===== src/rtl/fetch_stage.sv =====
// fetch_stage: instruction-fetch stage of the 32-bit MIPS pipeline.
//
// Owns the PC, issues word fetches over a req/ack handshake that tolerates any
// memory latency, and holds up to BUF_DEPTH returned instructions. The oldest
// entry is presented to the IF/ID registers. Stall holds the head entry.
// Redirect flushes the buffer and restarts fetching at the new target.
//
// Ports:
//   clk          rising-edge clock
//   rst_n        asynchronous active-low reset
//   imem_req     fetch request, held until imem_ack
//   imem_addr    word-aligned fetch address, stable while imem_req=1
//   imem_ack     memory accepts the request and drives imem_rdata this cycle
//   imem_rdata   instruction word, valid only with imem_ack
//   stall        IF/ID holds; the head entry is not consumed
//   redirect     branch/jump taken; flush and refetch from redirect_pc
//   redirect_pc  redirect target, bits [1:0] ignored
//   if_valid     if_instr/if_pc hold a real instruction
//   if_instr     head instruction, 0 (NOP) when if_valid=0
//   if_pc        PC of the head instruction
//   if_pc_plus4  if_pc + 4, mod 2^32

module fetch_stage #(
    parameter logic [31:0] RESET_PC  = 32'h0000_0000,
    parameter int unsigned BUF_DEPTH = 2
) (
    input  logic        clk,
    input  logic        rst_n,
    output logic        imem_req,
    output logic [31:0] imem_addr,
    input  logic        imem_ack,
    input  logic [31:0] imem_rdata,
    input  logic        stall,
    input  logic        redirect,
    input  logic [31:0] redirect_pc,
    output logic        if_valid,
    output logic [31:0] if_instr,
    output logic [31:0] if_pc,
    output logic [31:0] if_pc_plus4
);

    localparam int unsigned PW = (BUF_DEPTH > 1) ? $clog2(BUF_DEPTH) : 1;
    localparam int unsigned CW = PW + 1;
    localparam logic [31:0] START_PC = RESET_PC & 32'hFFFF_FFFC;

    typedef enum logic [1:0] {StIdle, StReq, StReqDiscard} state_e;

    state_e        state_q;
    logic          req_q;
    logic [31:0]   addr_q;      // address of the outstanding request
    logic [31:0]   fetch_pc_q;  // next PC to fetch (redirect target while discarding)

    logic [31:0]   pc_mem    [BUF_DEPTH];
    logic [31:0]   instr_mem [BUF_DEPTH];
    logic [PW-1:0] rd_ptr_q;
    logic [PW-1:0] wr_ptr_q;
    logic [CW-1:0] count_q;

    logic          head_valid;
    logic          push;
    logic          pop;
    logic          space_now;
    logic          space_after_push;
    logic [CW-1:0] occ_after_pop;
    logic [31:0]   target_pc;
    logic [31:0]   next_seq_pc;

    always_comb begin
        target_pc        = redirect_pc & 32'hFFFF_FFFC;
        next_seq_pc      = fetch_pc_q + 32'd4;
        head_valid       = (count_q != '0);
        pop              = head_valid & ~stall & ~redirect;
        push             = (state_q == StReq) & imem_ack & ~redirect;
        // Occupancy once this cycle's pop has happened; pop implies count >= 1.
        occ_after_pop    = count_q - CW'(pop);
        space_now        = (occ_after_pop < CW'(BUF_DEPTH));
        space_after_push = ((occ_after_pop + CW'(1)) < CW'(BUF_DEPTH));
    end

    // Buffer storage needs no reset: count_q alone decides what is valid.
    always_ff @(posedge clk) begin
        if (push) begin
            pc_mem[wr_ptr_q]    <= fetch_pc_q;
            instr_mem[wr_ptr_q] <= imem_rdata;
        end
    end

    always_ff @(posedge clk or negedge rst_n) begin
        if (!rst_n) begin
            state_q    <= StIdle;
            req_q      <= 1'b0;
            addr_q     <= START_PC;
            fetch_pc_q <= START_PC;
            rd_ptr_q   <= '0;
            wr_ptr_q   <= '0;
            count_q    <= '0;
        end else begin
            if (redirect) begin
                rd_ptr_q <= '0;
                wr_ptr_q <= '0;
                count_q  <= '0;
            end else begin
                if (push) wr_ptr_q <= wr_ptr_q + PW'(1);
                if (pop)  rd_ptr_q <= rd_ptr_q + PW'(1);
                count_q <= count_q + CW'(push) - CW'(pop);
            end

            unique case (state_q)
                StIdle: begin
                    if (redirect) begin
                        fetch_pc_q <= target_pc;
                    end else if (space_now) begin
                        state_q <= StReq;
                        req_q   <= 1'b1;
                        addr_q  <= fetch_pc_q;
                    end
                end
                StReq: begin
                    if (redirect) begin
                        fetch_pc_q <= target_pc;
                        if (imem_ack) begin
                            // Request completed and dropped; buffer is empty, so refetch now.
                            addr_q <= target_pc;
                        end else begin
                            // Keep the old address on the bus until the memory answers.
                            state_q <= StReqDiscard;
                        end
                    end else if (imem_ack) begin
                        fetch_pc_q <= next_seq_pc;
                        if (space_after_push) begin
                            addr_q <= next_seq_pc;
                        end else begin
                            state_q <= StIdle;
                            req_q   <= 1'b0;
                        end
                    end
                end
                StReqDiscard: begin
                    if (redirect) fetch_pc_q <= target_pc;
                    if (imem_ack) begin
                        state_q <= StReq;
                        addr_q  <= redirect ? target_pc : fetch_pc_q;
                    end
                end
                default: begin
                    state_q <= StIdle;
                    req_q   <= 1'b0;
                end
            endcase
        end
    end

    assign imem_req    = req_q;
    assign imem_addr   = addr_q;
    assign if_valid    = head_valid;
    assign if_instr    = head_valid ? instr_mem[rd_ptr_q] : 32'h0000_0000;
    assign if_pc       = head_valid ? pc_mem[rd_ptr_q] : fetch_pc_q;
    assign if_pc_plus4 = if_pc + 32'd4;

endmodule


===== config.mk =====
export PLATFORM = sky130hd
export DESIGN_NAME = fetch_stage
export DESIGN_NICKNAME = d
export VERILOG_FILES = /design/src/rtl/fetch_stage.sv
export SDC_FILE = /design/constraint.sdc
export NUM_CORES = 1
export LEC_CHECK = 0
export BUFFER_PORTS_ARGS = -buffer_cell sky130_fd_sc_hd__buf_2
export CAP_MARGIN = 20
export CELL_PAD_IN_SITES_DETAIL_PLACEMENT = 1
export CELL_PAD_IN_SITES_GLOBAL_PLACEMENT = 1
export CORE_UTILIZATION = 47
export DETAILED_ROUTE_END_ITERATION = 8
export GPL_TIMING_DRIVEN = 1
export PLACE_DENSITY_LB_ADDON = 0.05
export SLEW_MARGIN = 20
export SYNTH_ARGS = -nofsm -noshare
export SYNTH_HDL_FRONTEND = slang
export SYNTH_SLANG_ARGS = --single-unit

===== constraint.sdc =====
create_clock -name clk -period 11.65 [get_ports clk]
set_input_delay 0 -clock clk [delete_from_list [all_inputs] [get_ports clk]]
set_output_delay 0 -clock clk [all_outputs]
set_load 0.1 [all_outputs]

[Word level (Yosys, flattened, before mapping)]
Memory sizes are Yosys's and may differ from the RTL's.
Index checks and enable logic that the tools add are counted.
Storage, ports and cells
  bits in registers: 71
  memories: 2
  memory bits (writable): 128
Memory list
  instr_mem: depth 2, bits a word 32, rd ports 1, clocked after Yosys merged registers in 0, wr ports 1, line 54  | logic [31:0] instr_mem [BUF_DEPTH];
  pc_mem: depth 2, bits a word 32, rd ports 1, clocked after Yosys merged registers in 0, wr ports 1, line 53  | logic [31:0] pc_mem [BUF_DEPTH];
Cells by class
  bitwise operators: 7
  equal/unequal tests: 12
  $lt $le $gt $ge: 2
  multiplexer cells: 35
  reduce and logical (&&, ||, !) cells: 11
  $add $sub $neg: 8
Operator list (count)
  $mux 32: 12
  $pmux 32 s3: 1
  $add 32x3->32 const B: 2
  $pmux 32 s2: 1
  $reduce_and 6->1: 3
  $mux 2: 8
  $ne 2x2->1 const B: 6
  $ne 3x3->1 const B: 4
  $mux 1: 11
  $reduce_bool 2->1: 4
  $pmux 2 s3: 1
  $and 1x1->1: 4
  $lt 2x2->1 const B: 2
  $sub 2x1->2: 2
  $not 1->1: 3
  $pmux 1 s3: 1
  $reduce_bool 3->1: 1
  $add 1x1->1 const B: 2
  $add 2x1->2: 1
  $add 2x1->2 const B: 1
  $eq 2x1->1 const B: 1
  $eq 2x2->1 const B: 1
  $logic_not 2->1: 1
  $reduce_and 2->1: 1
  $reduce_or 2->1: 1

[Logic depth before layout (Yosys ltp)]
Gate-level depths: netlist (run 1).
  depth in word-level cells: 10
  depth in mapped cells: 13
  gate-level depth less buffers: 11

[Worst setup path after synthesis (run 1)]
Ideal clock, no wire load.
  path kind: reg-to-output
  start: register count_q[0]
  end: output if_pc_plus4[14]
  arrival: 6659 ps
  required time: 11650 ps
  buffers on the path: 2
  stages on the path, launching flop included: 14
  setup slack: 4991 ps
  cells stage by stage: dfrtp_1 -> buf_6 -> nor2_8 -> inv_4 -> buf_2 -> mux2i_1 -> inv_1 -> ha_1 -> inv_1 -> a211oi_1 -> nand4_2 -> nor2_1 -> and3_1 -> xor2_1
Between the ends
  longest elaborated chain between the ends: 3
RTL lines
  start, declared: line 57  | logic [CW-1:0] count_q;
  start signal, assigned: line 105  | count_q <= count_q + CW'(push) - CW'(pop);
  $reduce_bool 2->1: line 71  | head_valid = (count_q != '0);
  net if_valid: line 36  | output logic if_valid,
  $mux 32: line 157  | assign if_pc = head_valid ? pc_mem[rd_ptr_q] : fetch_pc_q;
  net if_pc[2]: line 38  | output logic [31:0] if_pc,
  $add 32x3->32: line 158  | assign if_pc_plus4 = if_pc + 32'd4;
  end, declared: line 39  | output logic [31:0] if_pc_plus4
The timed path passes the listed nets, and every way through them passes these cells.

[Worst setup path after layout (run 1)]
  start: register count_q[1]
  end: output if_pc_plus4[14]
Between the ends
  longest elaborated chain between the ends: 3
RTL lines (line)
  $reduce_bool 2->1: 71
  $mux 32: 157
  $add 32x3->32: 158
Every way passes these cells.

==> reports/results.tsv, run 1 <==
metric	value	unit
Seq/Total Area, Yosys	51.6	%
Core Area	22700	um^2
DR iter-0 viols	733	
Critical Path End Type	primary output	
syn_area_per_cell	10.6	um^2
min Tclk post-route	4.82	ns
post-synthesis cell type count	76	
CTS sink cnt	199	
Tcrit/Tclk final	41.3	%
clk_skew	0.0122	ns
flop-to-flop setup slack	8.00	ns
TNS Setup	0	ns
Post-Syn Nets	1109	
most frequent cells in the layout	buf_2, edfxtp_1, nor2_1, mux2i_1, o21ai_0	
number of port buffers	196	
drt pass-1 iters	7	
CP Data Required Time	11.65	ns
Worst Path Buf+Inv	4	
Worst path slowest cell	nor2_8	
Setup violations, final	0	
Die ar.	23800	um^2
FFs w/ async S/R, synth	35.7	%
cells after synthesis	1032	
pre-CTS WS	7.35	ns
WL per Instance	21.3	um
DP Wirelength	21400	um
global-route wire length before repair	51400	um
number of vias per cell	5.95	
vias in the first global route	9301	
Die Wd	154	um
row count	55	
CP arrival	4.82	ns
endpoints failing hold	0	
largest net degree at the start of global routing	75	
Fillers	2523	
H-tree depth reported by CTS	4	
Post-DRT Antenna Nets	0	
layout cells sized above 1	23.5	%
PnR worst setup slack	6.83	ns
initial antenna violation count	0	
mapped cell area	10900	um^2
RSZ-0062 raised after global routing	no	
M1 GR Usage	37.6	%
Post-synth EDFFs	128	
most common cell after layout, fill and taps aside	buf_2	
Seq cells post-synth	199	
Slew headroom	23.0	%
critical path's top delay family	simple AND/OR/NAND/NOR gates	
type of the worst min-delay path	input port to flip-flop	
worst hold slack	0.0473	ns
die span in y	154	um
DRC viols	0	
status	completed	
GR Overflow Total	0	
area occupied by multi-input gates	4730	um^2
Ports	199	
Ys Warns	0	
met2 Use GR	45.0	%
Pins Over Slew Limit	0	
main flop type after synthesis	edfxtp_1	
Clock Latency Late Sink	0.44	ns
vias	9125	
CTS Root Cell	clkbuf_16	
CTS tree	built	
Top Usage Layer GRT	met2	
antenna cells	0	
CTS max path bufs	2	
Fmax	208	MHz
Area contributors post-synth	edfxtp_1, dfrtp_1, mux2i_1, o21ai_0, nor2_1	
Hold Path Stages	3	
P&R area growth vs syn	21.1	%
total CTS buffers	17	
Worst R2R Path Depth	9	
most used cell, CP	inv_1	
Initial Util	48.0	%
setup bufs post-CTS	0	
fin area	13200	um^2
Routed Wire Length	32700	um
worst slew pin tran	1.14	ns
all-layer global routing usage	27.9	%
crit-path cells	nor2_8 > inv_4 > mux2i_1 > inv_1 > ha_1 > inv_1 > a211oi_1 > nand4_2 > nor2_1 > and3_1 > xor2_1 > buf_2	
number of cells on the critical path	12	
CP max FO	51	
Setup CP Type	flip-flop to primary output	
grt met3 use	5.30	%
Max Cap Viol	0	
Startpoint Class	flip-flop	
clk slew on worst S/H paths	0.08	ns
gpl congestion	0.863	
register area	5620	um^2
Nets	1314	
largest area contributor in the netlist	edfxtp_1	
DP Area	11900	um^2
Synth top area share	35.3	%
max incr delay on CP	0.73	ns
==> synthesized netlist by cell type (9+ instances only) <==
library cell	n
nand2_1	66
o21ai_0	74
nand3_1	28
a221oi_1	12
edfxtp_1	128
nor2_1	96
inv_1	32
xor2_1	22
and3_1	12
dfrtp_1	71
buf_1	12
a21oi_2	9
a21oi_1	54
mux2i_1	83
xnor2_1	23
buf_2	18
o22ai_1	10
a32oi_1	13
nor3_1	33
a31oi_1	13
clkbuf_1	49
nand4_1	11
mux2_2	9
==> cell type report <==
type / instances / area share, %
flip-flops and latches: 199 / 42.6
multi-input cells: 708 / 35.8
repair buffers: 278 / 13.5
clock buffers: 17 / 3.22
well taps: 285 / 2.70
clock inverters: 14 / 1.18
inverters: 33 / 0.958
==> flip-flops by register name, summed over array words and instances (netlist names) <==
register,flops
instr_mem,64
pc_mem,64
fetch_pc_q,32
imem_addr,32
count_q,2
state_q,2
imem_req,1
rd_ptr_q,1
wr_ptr_q,1
==> routing by layer <==
metal	up-vias	wire [um]
met4	0	760
met1	4498	15000
li1	4247	-
met3	53	2030
met5	-	0
met2	327	14900
==> worst paths after layout <==
kind,startpoint,endpoint
worst min register to register,imem_addr[0]$_DFFE_PN0P_,imem_addr[0]$_DFFE_PN0P_
worst min-delay path,imem_ack,state_q[1]$_DFFE_PN0P_
min in group asynchronous,rst_n,imem_req$_DFFE_PN0P_
worst max register to register,count_q[1]$_DFF_PN0_,imem_addr[10]$_DFFE_PN0P_
max in group asynchronous,rst_n,fetch_pc_q[17]$_DFFE_PN0P_
worst max-delay path,count_q[1]$_DFF_PN0_,if_pc_plus4[14]
==> metrics by stage <==
| step | utilization [%] | cells |
|---|---|---|
| after floorplan | - | 1032 |
| after global placement | 52.6 | 1437 |
| after detailed placement | 52.6 | 1437 |
| after CTS | 58.0 | 1533 |
| after global routing | 58.1 | 1534 |
| final | 58.1 | 1534 |
==> worst min-delay path, cell delays in order <==
cell and delay (ns):
buf_2 0.23, or2_2 0.16, a21oi_1 0.06
==> kinds of logic after synthesis <==
kind of cell	Yosys count	share of synthesized area, %
flops	199	51.6
compound gates	262	15.8
fa+ha+maj	8	0.919
xor+xnor	45	3.62
simple gates	300	14.2
buf+inv	125	5.26
mux	93	8.69
==> repair_timing <==
item	in CTS	in global routing
resized for setup	0	0
hold buffers	65	0
endpoints found under the hold margin	169	0
Power of run 1 is left out: the tool's default activity adds up to more than one toggle a clock period on the data nets, which glitch-free logic cannot reach.
==> run 2: changes to the inputs <==
CORE_UTILIZATION = 44   (was 47)
clock period = 4.6 ns   (was 11.65 ns; I/O delays follow)
==> reports/results.tsv, run 2 (synthesis results as in run 1) <==
metric	value	unit	change
status	completed		unchanged
Routed Wire Length	33700	um	was 32700 um
RSZ-0062 raised after global routing	no		unchanged
CP startpoint	count_q[0]$_DFF_PN0_		was count_q[1]$_DFF_PN0_
vias in the first global route	9259		was 9301
Fillers	2696		was 2523
WL per Instance	21.3	um	about the same
Max Cap Viol	0		unchanged
Core Area	24300	um^2	was 22700 um^2
DP Wirelength	22800	um	was 21400 um
CTS tree	built		unchanged
row count	57		was 55
clk slew on worst S/H paths	0.08	ns	about the same
worst hold slack	0.0521	ns	was 0.0473 ns
CTS max path bufs	2		unchanged
Setup CP Type	flip-flop to primary output		unchanged
Tcrit/Tclk final	82.5	%	
number of port buffers	196		unchanged
largest net degree at the start of global routing	65		was 75
Die ar.	25400	um^2	was 23800 um^2
CTS Root Cell	clkbuf_16		unchanged
gpl congestion	0.855		was 0.863
crit-path cells	nor2_8 > inv_6 > mux2i_1 > clkinvlp_4 > ha_4 > inv_2 > a211oi_2 > nand4_4 > nor2_2 > and3_1 > xor2_2 > buf_2		was nor2_8 > inv_4 > mux2i_1 > inv_1 > ha_1 > inv_1 > a211oi_1 > nand4_2 > nor2_1 > and3_1 > xor2_1 > buf_2
most common cell after layout, fill and taps aside	buf_2		unchanged
layout cells sized above 1	25.7	%	was 23.5%
endpoints failing hold	0		unchanged
type of the worst min-delay path	input port to flip-flop		unchanged
DRC viols	0		unchanged
global-route wire length before repair	52600	um	was 51400 um
most frequent cells in the layout	buf_2, edfxtp_1, nor2_1, mux2i_1, dfrtp_1		was buf_2, edfxtp_1, nor2_1, mux2i_1, o21ai_0
CTS sink cnt	199		unchanged
Clock Latency Late Sink	0.45	ns	was 0.44 ns
CP Data Required Time	4.60	ns	was 11.65 ns
drt pass-1 iters	5		was 7
Fmax	263	MHz	
Slew headroom	44.0	%	was 23.0%
# resized after CTS	0		unchanged
Setup violations, final	0		unchanged
P&R area growth vs syn	23.6	%	was 21.1%
CP max FO	28		was 51
Top Registers	instr_mem x64, pc_mem x64		unchanged
worst slew pin tran	0.839	ns	was 1.14 ns
min Tclk post-route	3.80	ns	
Worst path slowest cell	dfrtp_1		was nor2_8
initial antenna violation count	1		was 0
Startpoint Class	flip-flop		unchanged
vias	9194		was 9125
Post-DRT Antenna Nets	0		unchanged
Die Wd	159	um	was 154 um
Critical Path End Type	primary output		unchanged
CP arrival	3.80	ns	was 4.82 ns
Pins Over Slew Limit	0		unchanged
hold wc startpoint	redirect		was imem_ack
Ports	199		unchanged
all-layer global routing usage	26.7	%	was 27.9%
GR Overflow Total	0		unchanged
die span in y	159	um	was 154 um
max incr delay on CP	0.88	ns	was 0.73 ns
total CTS buffers	17		unchanged
Initial Util	44.8	%	was 48.0%
r2r startpoint	count_q[0]$_DFF_PN0_		was count_q[1]$_DFF_PN0_
TNS Setup	0	ns	unchanged
Nets	1323		was 1314
clk_skew	0.0217	ns	was 0.0122 ns
H-tree depth reported by CTS	4		unchanged
antenna cells	0		unchanged
setup bufs post-CTS	0		unchanged
DR iter-0 viols	589		was 733
number of vias per cell	5.81		was 5.95
[run 2: final timing paths]
kind,endpoint,slack [ns],cells after the start
max in group asynchronous,imem_addr[23]$_DFFE_PN0P_,3.65,3
max reg2reg,imem_addr[28]$_DFFE_PN0P_,1.11,8
min in group asynchronous,imem_addr[6]$_DFFE_PN0P_,0.09,2
max,if_pc_plus4[14],0.80,12
min reg2reg,imem_addr[1]$_DFFE_PN0P_,0.48,2
min,count_q[0]$_DFF_PN0_,0.05,3
[run 2: final cells by class]
class / count / area [um^2] / area share, %
clock buffer: 17 / 425 / 3.16
clock inverter: 15 / 195 / 1.45
inverter: 33 / 136 / 1.01
multi-input combinational: 708 / 4840 / 35.9
sequential: 199 / 5620 / 41.8
tap: 324 / 405 / 3.01
timing repair buffer: 287 / 1840 / 13.6
[run 2: timing repair]
item	in CTS	in global routing
endpoints found under the hold margin	135	0
setup endpoints to repair	0	0
hold buffers	63	0
[run 2: layer usage]
layer  track usage, %  part of all wire, %
met1             37.0                   46
met2             43.0                   47
met3             4.61                  5.8
met4             7.91                  1.6
met5                0                0.039
[run 2: worst max-delay path, delay by kind of cell, from the launching register on]
kind / cells / cell delay, ns
buffers and inverters: 4 / 0.91
AOI/OAI and AO/OA: 1 / 0.22
adders and majority gates: 1 / 0.16
DFF: 1 / 0.88
muxes: 1 / 0.20
and+or+nand+nor: 4 / 0.84
xor gates and xnor gates: 1 / 0.12
[run 2: per-stage QoR]
stage               std cells  utilization (%)  setup WS, ns  instance area (um^2)
finish                   1583             55.3         0.804                 13500
global placement         1488             50.2          1.26                 12200
floorplan                1032                -        0.0268                 11000
global route             1583             55.3         0.602                 13500
detailed placement       1488             50.2          1.20                 12200
CTS                      1583             55.3         0.747                 13500
Power of run 2 is left out for the same reason.
